--- config.mk ---
export PLATFORM = sky130hd
export DESIGN_NAME = cordic_angle_feeder
export DESIGN_NICKNAME = d
export VERILOG_FILES = /design/src/rtl/cordic_angle_feeder.sv
export SDC_FILE = /design/constraint.sdc
export NUM_CORES = 1
export LEC_CHECK = 0
export BUFFER_PORTS_ARGS = -buffer_cell sky130_fd_sc_hd__buf_2
export CELL_PAD_IN_SITES_DETAIL_PLACEMENT = 0
export CELL_PAD_IN_SITES_GLOBAL_PLACEMENT = 1
export CORE_MARGIN = 3
export CORE_UTILIZATION = 53
export CTS_BUF_LIST = sky130_fd_sc_hd__clkbuf_8 sky130_fd_sc_hd__clkbuf_16
export DETAILED_ROUTE_END_ITERATION = 8
export GPL_TIMING_DRIVEN = 1
export PLACE_DENSITY = 0.95
export SKIP_CTS_REPAIR_TIMING = 1
export SYNTH_ARGS = -nofsm -noshare
export SYNTH_HDL_FRONTEND = slang
export SYNTH_SLANG_ARGS = --single-unit
--- constraint.sdc ---
create_clock -name clk -period 9.4 [get_ports clk]
set_input_delay 2.82 -clock clk [delete_from_list [all_inputs] [get_ports clk]]
set_output_delay 2.82 -clock clk [all_outputs]
set_load 0.1 [all_outputs]
--- src/rtl/cordic_angle_feeder.sv ---
// cordic_angle_feeder: phase accumulator that issues one angle update every
// PERIOD enabled cycles, then folds the phase into [-pi/2, +pi/2] and scales
// it to Q2.6 radians for a CORDIC rotation engine. The fold's reflection is
// reported on cos_neg so the cosine can be negated downstream.
// Optional feature: define CORDIC_FEEDER_DITHER_EN to add an 8-bit LFSR dither
// to the phase seen by the fold stage. The accumulator itself stays undithered.
module cordic_angle_feeder #(
    parameter int PERIOD = 13
) (
    input  logic              clk,
    input  logic              rst,
    input  logic              en,
    input  logic              sync_clr,
    input  logic              fcw_load,
    input  logic [15:0]       fcw_in,
    output logic signed [7:0] angle,
    output logic [1:0]        quad,
    output logic              cos_neg,
    output logic              strobe
);

    localparam int            CW   = (PERIOD > 1) ? $clog2(PERIOD) : 1;
    localparam logic [CW-1:0] LAST = CW'(PERIOD - 1);

    logic [CW-1:0]      count_q, count_d;
    logic [15:0]        phase_q, phase_d;
    logic [15:0]        fcw_q;
    logic               upd;
    // [0] update issued, [1] fold stage valid, [2] strobe
    logic [2:0]         vld_pipe_q;
    logic [15:0]        s1_phase;
    logic signed [15:0] s1_s;
    logic [15:0]        refl;
    logic signed [15:0] fold_a;
    logic               fold_cn;
    logic signed [15:0] a_q;
    logic               cn1_q;
    logic [1:0]         quad1_q;
    logic signed [24:0] prod;
    logic signed [24:0] scaled;
    logic signed [7:0]  angle_d;
    logic signed [7:0]  angle_q;
    logic [1:0]         quad_q;
    logic               cos_neg_q;

    // Increment register. An accumulate on the load edge still sees the old value.
    always_ff @(posedge clk or posedge rst) begin
        if (rst)           fcw_q <= '0;
        else if (fcw_load) fcw_q <= fcw_in;
    end

    // Period counter and accumulator next state. Clear outranks enable.
    always_comb begin
        count_d = count_q;
        phase_d = phase_q;
        upd     = 1'b0;
        if (sync_clr) begin
            count_d = '0;
            phase_d = '0;
        end else if (en) begin
            if (count_q == LAST) begin
                count_d = '0;
                phase_d = phase_q + fcw_q;  // modulo wrap, no flag
                upd     = 1'b1;
            end else begin
                count_d = count_q + 1'b1;
            end
        end
    end

    // Counter and accumulator state.
    always_ff @(posedge clk or posedge rst) begin
        if (rst) begin
            count_q <= '0;
            phase_q <= '0;
        end else begin
            count_q <= count_d;
            phase_q <= phase_d;
        end
    end

    // Valid shift register. It runs every cycle, so an update already in
    // flight still completes after en drops or sync_clr fires.
    always_ff @(posedge clk or posedge rst) begin
        if (rst) vld_pipe_q <= '0;
        else     vld_pipe_q <= {vld_pipe_q[1:0], upd};
    end

`ifdef CORDIC_FEEDER_DITHER_EN
    logic [7:0] lfsr_q;

    // Fibonacci LFSR x^8+x^6+x^5+x^4+1. It steps once per update.
    always_ff @(posedge clk or posedge rst) begin
        if (rst)      lfsr_q <= 8'h01;
        else if (upd) lfsr_q <= {lfsr_q[6:0], lfsr_q[7] ^ lfsr_q[5] ^ lfsr_q[4] ^ lfsr_q[3]};
    end

    assign s1_phase = phase_q + {8'h00, lfsr_q};
`else
    assign s1_phase = phase_q;
`endif

    // Fold to |a| <= pi/2. The reflection is (+/-32768 - s). Modulo 2^16 both
    // signs reduce to 0x8000 - s, so a single 16-bit subtract covers both cases.
    always_comb begin
        s1_s    = signed'(s1_phase);
        refl    = 16'h8000 - s1_phase;
        fold_a  = s1_s;
        fold_cn = 1'b0;
        if (s1_s > 16'sd16384 || s1_s < -16'sd16384) begin
            fold_a  = signed'(refl);
            fold_cn = 1'b1;
        end
    end

    // Stage 1: folded angle, reflection flag and quadrant.
    always_ff @(posedge clk or posedge rst) begin
        if (rst) begin
            a_q     <= '0;
            cn1_q   <= 1'b0;
            quad1_q <= '0;
        end else if (vld_pipe_q[0]) begin
            a_q     <= fold_a;
            cn1_q   <= fold_cn;
            quad1_q <= s1_phase[15:14];
        end
    end

    // Scale: 201/32768 is about pi/2^15 * 64, rounded. The result is clamped to +/-100.
    always_comb begin
        prod   = $signed({{9{a_q[15]}}, a_q}) * 25'sd201 + 25'sd16384;
        scaled = prod >>> 15;
        if (scaled > 25'sd100)       angle_d = 8'sd100;
        else if (scaled < -25'sd100) angle_d = -8'sd100;
        else                         angle_d = scaled[7:0];
    end

    // Stage 2: output registers. They hold between strobes.
    always_ff @(posedge clk or posedge rst) begin
        if (rst) begin
            angle_q   <= '0;
            quad_q    <= '0;
            cos_neg_q <= 1'b0;
        end else if (vld_pipe_q[1]) begin
            angle_q   <= angle_d;
            quad_q    <= quad1_q;
            cos_neg_q <= cn1_q;
        end
    end

    assign angle   = angle_q;
    assign quad    = quad_q;
    assign cos_neg = cos_neg_q;
    assign strobe  = vld_pipe_q[2];

endmodule

==> reports/metrics.yaml <==
outcome: "complete, no violations"
fmax_ghz: 0.196
hold_class: "flop to flop"
crit_fanout: 6
die_area_um2: 12600
p_int_mw: 0.538
start_kind: "flop"
drv_cap: 0
path_clk_slew_ps: 60
finalSetupViolCount: 0
num-nets-final: 791
grt_max_degree: 70
numClockSinks: 69
min_period_ps: 5110
clkLatencyLatePin_ps: 340
p_clk_frac: 0.491
power.leakage_nw: 3.49
skew_ps: 10.4
drc_errors: 0
comb_power_share: 0.066
hold_start: "quad1_q[1]"
clock_tree.htree_level_count: 3
r2r_slack_ps: 4290
grt_pass1_wl_mm: 20.3
initial_core_util: 0.549
synth_area_leaders: "dfrtp_1 29%, ha_1 20%, fa_1 8.3%"
p_seq_frac: 0.443
power.switching_mw: 0.163
worstSetupPathType: "flop to flop"
hpwl_mm: 8.85
cts_buffers: 9
drive_above_1_share: 0.127
setup_tns_ps: 0
r2r-start: "a_q[10]"
async_reset_ff_frac: 1.00
grt_overflow: 0
wl_mm: 11.4
wl_per_cell_um: 14.3
worst_pin_slew_ps: 955
fill_cells: 919
crit_arrival_ps: 5330
syn_area_per_cell_um2: 9.64
via_per_inst: 5.57
rows: 38
sw_frac_of_total: 0.232
antenna_left: 0
die_h_um: 112
multiInputGateArea_um2: 3950
peakVddDrop_uv: 94.3
ys_types: 63
routabilityCongestion: 0.872
hold_end: "quad[1]"
r2r-end: "angle[4]"
clockRootBuffer: "clkbuf_16"
whs_ps: 504
cp.required_ps: 9620
ff_latch_area_um2: 1730
antenna_found_initial: 0
synth_edf_count: 0
area_delta_synth_final_pct: 9.31
drtIter0Drc: 224
seq_area_frac_synth: 0.287
grt_usage: 0.195
synth_ff_type: "dfrtp_1"
diodes: 0
syn_inst: 623
reg2reg_depth: 16
hold_viol_final: 0
vias: 4425
num_io_pins: 33
fp.coreArea_um2: 10900
power_density_nw_per_um2: 107
synth.top_cell.area_share: 0.287
crit_start: "a_q[10]"
timing.final.crit_share: 0.543
crit_path_end_kind: "flop"
slew_headroom: 0.361
ys_warn_count: 0
min_path_cells: 1
synth_nets: 765
yosysTopAreaCell: "dfrtp_1"
rsz0062_at_grt: "false"
io_buffers: 32
clock_path_buffers: 2
synth_common_cells: "96 x ha_1, 69 x dfrtp_1, 63 x inv_1"
yosysMostFrequentCell: "ha_1"
slew_viol_final: 0
die_x_um: 112
netlist_area_um2: 6010
cts_tree: "done"
ys_ff_latch: 69
dr.pass1.iters: 4
grt_pass1_vias: 4580
## logic make-up after synthesis
kind of cell    count (synthesis)  share of synthesized area
buf+inv                        82                     0.0548
flops                          69                      0.287
mux                            29                     0.0535
xor+xnor                       48                     0.0700
compound gates                129                      0.138
simple gates                  145                      0.113
fa+ha+maj                     121                      0.283
## layout by cell type, fill, tap and decap left out, types with 9 or more instances in the layout
cell type,Yosys,layout
xor2_1,17,17
xnor2_1,31,31
mux2_2,25,25
fa_1,25,25
ha_1,96,96
clkbuf_16,0,9
a21oi_1,50,50
inv_1,63,63
o21ai_0,22,22
buf_2,1,32
dfrtp_1,69,69
nor2_1,36,36
nand2_1,60,60
## state kept, by name (all words and copies together), names as in the netlist
| name | count |
|---|---|
| cn1_q | 1 |
| quad1_q | 2 |
| fcw_q | 16 |
| phase_q | 16 |
| cos_neg | 1 |
| a_q | 16 |
| vld_pipe_q | 3 |
| angle | 8 |
| count_q | 4 |
| quad | 2 |
## power by group through the flow
stage	combinational [mW]	clock [mW]	sequential (mW)
3_3_place_gp	0.0436	0	0.315
2_1_floorplan	0.0355	0	0.314
6_report	0.0465	0.344	0.310
4_1_cts	0.0467	0.352	0.310
5_1_grt	0.0527	0.364	0.311
3_5_place_dp	0.0465	0	0.316
## critical path, stage by stage, from the launching register on
cell       delay (ps)
dfrtp_1           460
ha_1              330
fa_1              500
inv_1              50
fa_1              490
inv_1              40
ha_1              290
ha_1              300
ha_1              380
a21o_1            250
a21oi_1           290
o21ai_0           160
o2111ai_1         270
o221ai_1          290
a211oi_1          470
nor3b_1           130
a221o_1           280
## how the worst max path moves through the flow
stage	cells past startpoint	slack, ps	to
2_1_floorplan	17	4700	angle[3]
3_3_place_gp	16	4380	angle[3]
3_5_place_dp	16	4350	angle[4]
4_1_cts	16	4320	angle[4]
5_1_grt	16	3960	angle[4]
6_report	16	4290	angle[4]
## per-layer routing
metal | GRT usage | part of all wire | up-vias
met2 | 0.339 | 0.50 | 61
met5 | 0 | 0 | -
met3 | 0.0334 | 0.022 | 26
li1 | - | - | 2226
met4 | 0.0785 | 0.024 | 0
met1 | 0.241 | 0.45 | 2112
## cell type report
cell class                 instances  share of cell area
inverter                          63              0.0360
clock inverter                     6             0.00953
sequential                        69               0.263
tap                              140              0.0267
multi-input combinational        472               0.602
timing repair buffer              34              0.0267
clock buffer                      10              0.0364
## metrics by stage
step | util | instance area, um2 | instances | total power, mW | setup slack [ps]
2_1_floorplan | - | 6010 | 623 | 0.350 | 4700
3_3_place_gp | 0.573 | 6260 | 778 | 0.359 | 4380
4_1_cts | 0.600 | 6570 | 794 | 0.710 | 4320
5_1_grt | 0.600 | 6570 | 794 | 0.728 | 3960
3_5_place_dp | 0.573 | 6260 | 778 | 0.362 | 4350
6_report | 0.600 | 6570 | 794 | 0.700 | 4290
No activity file was read; power rests on OpenSTA's default activity.
